<file path="src/rtl/reset_sequencer.sv">
// ============================================================================
//  Module      : reset_sequencer
//  Description : Staged active-low reset generator. A raw asynchronous
//                active-high reset clears every output at once; the outputs
//                are then released one domain at a time, synchronously to
//                clk, after a hold period. A software re-reset request is
//                accepted while running and acknowledged with a 1-cycle pulse.
//  Revision    : 1.0 - initial release
// ============================================================================
`default_nettype none

module reset_sequencer #(
   parameter int SYNC_STAGES = 2,
   parameter int HOLD_CYCLES = 8,
   parameter int STAGE_GAP   = 4,
   parameter int NUM_OUT     = 3,
   parameter int CNT_W       = 8
) (
   input  logic               clk,
   input  logic               reset,
   input  logic               sw_req,
   output logic [NUM_OUT-1:0] rst_n_out,
   output logic               all_ready,
   output logic               sw_ack,
   output logic               busy
);

   localparam int IDX_W = (NUM_OUT > 1) ? $clog2(NUM_OUT) : 1;

   localparam logic [CNT_W-1:0] C_HOLD_LAST = CNT_W'(HOLD_CYCLES - 1);
   localparam logic [CNT_W-1:0] C_GAP_LAST  = CNT_W'(STAGE_GAP - 1);
   localparam logic [IDX_W-1:0] C_IDX_LAST  = IDX_W'(NUM_OUT - 1);
   localparam logic [IDX_W-1:0] C_IDX_ONE   = IDX_W'(1);

   // Elaboration-time guard on the legal parameter ranges.
   generate
      if (SYNC_STAGES < 2) begin : g_bad_sync_stages
         $error("reset_sequencer: SYNC_STAGES must be >= 2");
      end
      if (HOLD_CYCLES < 1) begin : g_bad_hold_cycles
         $error("reset_sequencer: HOLD_CYCLES must be >= 1");
      end
      if (STAGE_GAP < 1) begin : g_bad_stage_gap
         $error("reset_sequencer: STAGE_GAP must be >= 1");
      end
      if (NUM_OUT < 1) begin : g_bad_num_out
         $error("reset_sequencer: NUM_OUT must be >= 1");
      end
      if ((HOLD_CYCLES >= (1 << CNT_W)) || (STAGE_GAP >= (1 << CNT_W))) begin : g_bad_cnt_w
         $error("reset_sequencer: CNT_W too narrow for HOLD_CYCLES/STAGE_GAP");
      end
   endgenerate

   typedef enum logic [1:0] {
      ST_SYNC    = 2'd0,
      ST_HOLD    = 2'd1,
      ST_RELEASE = 2'd2,
      ST_RUN     = 2'd3
   } state_t;

   state_t                 state_q,     state_d;
   logic [SYNC_STAGES-1:0] sync_q,      sync_d;
   logic [CNT_W-1:0]       cnt_q,       cnt_d;
   logic [IDX_W-1:0]       idx_q,       idx_d;
   logic [NUM_OUT-1:0]     rst_n_out_q, rst_n_out_d;
   logic                   all_ready_q, all_ready_d;
   logic                   sw_ack_q,    sw_ack_d;
   logic                   busy_q,      busy_d;

   logic                   sync_done;

   // Release synchronizer: shifts in ones once the raw reset is gone.
   always_comb begin
      sync_d = {sync_q[SYNC_STAGES-2:0], 1'b1};
   end

   assign sync_done = sync_q[SYNC_STAGES-1];

   // Next-state, counters and registered-output values for the sequencer.
   always_comb begin
      state_d     = state_q;
      cnt_d       = cnt_q;
      idx_d       = idx_q;
      rst_n_out_d = rst_n_out_q;
      all_ready_d = all_ready_q;
      sw_ack_d    = 1'b0;

      case (state_q)
         ST_SYNC: begin
            if (sync_done) begin
               state_d = ST_HOLD;
               cnt_d   = '0;
            end
         end

         ST_HOLD: begin
            if (cnt_q == C_HOLD_LAST) begin
               rst_n_out_d = NUM_OUT'(1);
               cnt_d       = '0;
               if (NUM_OUT == 1) begin
                  state_d     = ST_RUN;
                  all_ready_d = 1'b1;
               end else begin
                  idx_d   = C_IDX_ONE;
                  state_d = ST_RELEASE;
               end
            end else begin
               cnt_d = cnt_q + 1'b1;
            end
         end

         ST_RELEASE: begin
            if (cnt_q == C_GAP_LAST) begin
               // Released bits always form a contiguous run from bit 0, so
               // shifting in a one sets exactly bit idx.
               rst_n_out_d = (rst_n_out_q << 1) | NUM_OUT'(1);
               cnt_d       = '0;
               idx_d       = idx_q + 1'b1;
               if (idx_q == C_IDX_LAST) begin
                  state_d     = ST_RUN;
                  all_ready_d = 1'b1;
               end
            end else begin
               cnt_d = cnt_q + 1'b1;
            end
         end

         ST_RUN: begin
            rst_n_out_d = '1;
            if (sw_req) begin
               // Re-reset skips the synchronizer: clk is known good here.
               rst_n_out_d = '0;
               all_ready_d = 1'b0;
               sw_ack_d    = 1'b1;
               cnt_d       = '0;
               idx_d       = '0;
               state_d     = ST_HOLD;
            end
         end

         default: begin
            state_d = ST_SYNC;
         end
      endcase

      busy_d = (state_d != ST_RUN);
   end

   // State and output registers; raw reset clears everything immediately.
   always_ff @(posedge clk or posedge reset) begin
      if (reset) begin
         state_q     <= ST_SYNC;
         sync_q      <= '0;
         cnt_q       <= '0;
         idx_q       <= '0;
         rst_n_out_q <= '0;
         all_ready_q <= 1'b0;
         sw_ack_q    <= 1'b0;
         busy_q      <= 1'b1;
      end else begin
         state_q     <= state_d;
         sync_q      <= sync_d;
         cnt_q       <= cnt_d;
         idx_q       <= idx_d;
         rst_n_out_q <= rst_n_out_d;
         all_ready_q <= all_ready_d;
         sw_ack_q    <= sw_ack_d;
         busy_q      <= busy_d;
      end
   end

   assign rst_n_out = rst_n_out_q;
   assign all_ready = all_ready_q;
   assign sw_ack    = sw_ack_q;
   assign busy      = busy_q;

endmodule

`default_nettype wire
</file>
<file path="config.mk">
export PLATFORM = sky130hd
export DESIGN_NAME = reset_sequencer
export DESIGN_NICKNAME = d
export VERILOG_FILES = /design/src/rtl/reset_sequencer.sv
export SDC_FILE = /design/constraint.sdc
export NUM_CORES = 1
export LEC_CHECK = 0
export CAP_MARGIN = 0
export CORE_MARGIN = 2
export CORE_UTILIZATION = 60
export DETAILED_ROUTE_END_ITERATION = 8
export HOLD_SLACK_MARGIN = 0.06
export PLACE_DENSITY = 0.81
export RECOVER_POWER = 25
export SETUP_SLACK_MARGIN = 0.02
export SYNTH_ARGS = -nofsm -noshare
export SYNTH_HDL_FRONTEND = slang
export SYNTH_SLANG_ARGS = --single-unit
export TNS_END_PERCENT = 100
</file>
<file path="constraint.sdc">
create_clock -name clk -period 3.7 [get_ports clk]
set_input_delay 0.74 -clock clk [delete_from_list [all_inputs] [get_ports clk]]
set_output_delay 0.74 -clock clk [all_outputs]
set_load 0.005 [all_outputs]
</file>
==> key figures <==
Yosys
  • Post-synthesis sequential area ratio: 0.394
  • Post-synth EDFFs: 0
  • Asr flop ratio synth: 1.00
  • Syn Inst Count: around 140
  • Top cells by area, synth: dfrtp_1, ha_1, nand3_1
  • Mapped cell area: 1270 um^2
  • Commonest register cell after synthesis: dfrtp_1
  • Most common cell in the netlist: dfrtp_1
  • #FFs+latches synth: 20
  • Post-synth top cells: dfrtp_1, nand2_1, nand3_1
  • Top cell type by total area after synthesis: dfrtp_1
  • Synthesis Warnings: 0
  • Post-Syn Area per Cell: 9.36 um^2
  • Unique cell type count in the Yosys netlist: 49
  • Post-synth top area share: 0.374
  • Post-synthesis net count: 147

Floorplan
  • Initial Utilization: 0.642
  • Die width: 50.1 um
  • # rows: 16
  • Die span in y: 50.1 um
  • I/O pins: 9
  • Full die area: 2510 um^2
  • Core area: 1980 um^2

Clocking
  • Clk buf depth: 2
  • Post-CTS Setup Bufs: 0
  • CTS sink cnt: 20
  • Cts repair resizes: 0
  • Clock latency on the worst-skew pair: 300 ps
  • Hold Buf Count CTS: 0
  • Clk slew on worst S/H paths: 110 ps
  • CTS buffer count: 3
  • Htree depth: 1
  • Clk root buf: clkbuf_4
  • CTS tree: built

Critical path
  • R2R Path End: rst_n_out[2]
  • Worst Path Required: between 3000 and 4000 ps
  • Worst setup EP type: register
  • Reg2Reg Depth: 6
  • FF-to-FF Start: state_q[0]
  • CP Launch Type: input pin
  • Setup slack, reg-to-reg: 1720 ps
  • Critical path class: in -> reg
  • Worst-path maximum fanout: 11
  • WP data arrival: 2330 ps

Cells and area
  • Diode count: 0
  • Fillcell total: 158
  • Final-stage net count: between 150 and 200
  • Multi-input logic area: 698 um^2
  • Final Util: 0.695
  • Fraction of layout cells with a size suffix above 1: 0.0979
  • Layout area overhead: 8.26%
  • Register area: ~500 um^2

GRT
  • Global Route Usage Sum: 0.219
  • Met3 GRT Util: 0.0364
  • Largest net degree at the start of global routing: 21
  • First-pass GRT wire length: 4170 um
  • Total gr overflow: 0
  • Routing usage on met1: 0.299
  • Vias in the first global route: 918
  • Initial antenna violation count: 0
  • GRT met2 Usage: 0.357
  • Gr busiest metal: met2

Routing
  • WL/cell: 14.8 um
  • Routed wire length: approximately 2500 um
  • Routed Antenna Nets: 0
  • Initial DRT Pass Iterations: 4
  • Vias per cell: 6.01
  • DR vias: between 1000 and 1500
  • DR iter-0 viols: 40
  • DRC viols: 0

STA
  • Setup TNS: 0 ps
  • Fmax: 0.479 GHz
  • Final cycle utilization of the critical path: 0.564
  • Final setup skew: 4.11 ps
  • Worst slew pin tran: between 700 and 800 ps
  • Final setup fails: 0
  • Max-slew violation count: 0
  • Relative slew slack: 0.504
  • Endpoints failing hold: 0
  • RSZ-0062 raised after global routing: false
  • Final Critical Period: 2090 ps

Run
  • Number of max-cap violations: 0

Hold path
  • Worst hold path stage count: 0
  • Hold Path End: sync_q[1]
  • Hold Crit Class: reg -> reg
  • HP Start: sync_q[0]

Run status
  • Status: finished clean

Pwr
  • Cell Pwr Density: around 240 nW/um^2
  • Lkg Pwr: ~0.63 nW
  • Largest vdd supply drop: 0.196 mV

Place
  • IO Port Bufs: 8
  • Final RePlAce weighted congestion: between 0.8 and 0.9
  • HPWL after DPL: 1790 um
==> cell usage in the layout (no fill, tap or decap), drive strengths merged, types with 3 or more instances in the layout <==
| cell type | instances |
|---|---|
| dfrtp | 19 |
| nand2 | 13 |
| nand3 | 11 |
| inv | 10 |
| nor2 | 8 |
| ha | 8 |
| o21ai | 8 |
| clkdlybuf4s50 | 6 |
| a21oi | 5 |
| mux2i | 4 |
| clkbuf | 4 |
| or3 | 3 |
| nor3b | 3 |
| or4 | 3 |
| nor3 | 3 |
| or2 | 3 |
==> state kept, by name (all words and copies together) (netlist names) <==
name / flops
all_ready: 1
sw_ack: 1
idx_q: 2
sync_q: 2
busy: 1
rst_n_out: 3
cnt_q: 8
state_q: 2
==> cells by family (layout without fill, tap and decap cells) <==
kind of cell | after synthesis | count (layout) | synth area share
other cells | 1 | 1 | 0.00295
buf+inv | 15 | 22 | 0.0570
simple gates | 60 | 60 | 0.291
fa+ha+maj | 8 | 8 | 0.0787
mux | 4 | 4 | 0.0315
compound gates | 28 | 28 | 0.145
flops | 20 | 20 | 0.394
==> critical path: stages <==
cell           delay (ps)
dlygate4sd3_1         590
nor2b_4                90
or2_4                 300
or4_1                 510
nand3_1                90
==> report_power, final <==
| group | total, mW | switching, mW | internal [mW] |
|---|---|---|---|
| Sequential | 0.220 | 0.000627 | 0.220 |
| Clock | 0.108 | 0.0662 | 0.0420 |
| Combinational | 0.00679 | 0.00489 | 0.00190 |
==> worst max-delay path by stage <==
stage | from | end | slack, ps | cells past startpoint
2_1_floorplan | state_q[0] | cnt_q[4] | 1780 | 7
3_3_place_gp | sw_req | cnt_q[6] | 1410 | 5
3_5_place_dp | sw_req | cnt_q[4] | 1360 | 5
4_1_cts | busy | busy | 1630 | 1
5_1_grt | state_q[0] | rst_n_out[2] | 1570 | 6
6_report | sw_req | cnt_q[4] | 1610 | 5
==> stage by stage <==
| step | setup slack (ps) | cell area (um^2) | hold WS [ps] | std cells | power, mW |
|---|---|---|---|---|---|
| final | 1610 | 1380 | 364 | 170 | 0.335 |
| after global routing | 1570 | 1380 | 369 | 170 | 0.346 |
| after CTS | 1630 | 1380 | 366 | 170 | 0.337 |
| after detailed placement | 1360 | 1350 | 340 | 166 | 0.232 |
| after global placement | 1410 | 1350 | 338 | 166 | 0.232 |
| after floorplan | 1780 | 1270 | 331 | 136 | 0.228 |
==> layer usage <==
layer	share of wire	wire length, um
met1	0.48	1200
met2	0.48	1200
met3	0.036	91
met4	0.0068	17
met5	0	0
==> final cells by class <==
class | count | area share
multi-input combinational | 101 | 0.507
sequential | 20 | 0.364
timing repair buffer | 8 | 0.0581
inverter | 10 | 0.0272
tap | 27 | 0.0245
clock buffer | 4 | 0.0191
Power figures use the tool's default switching activity.
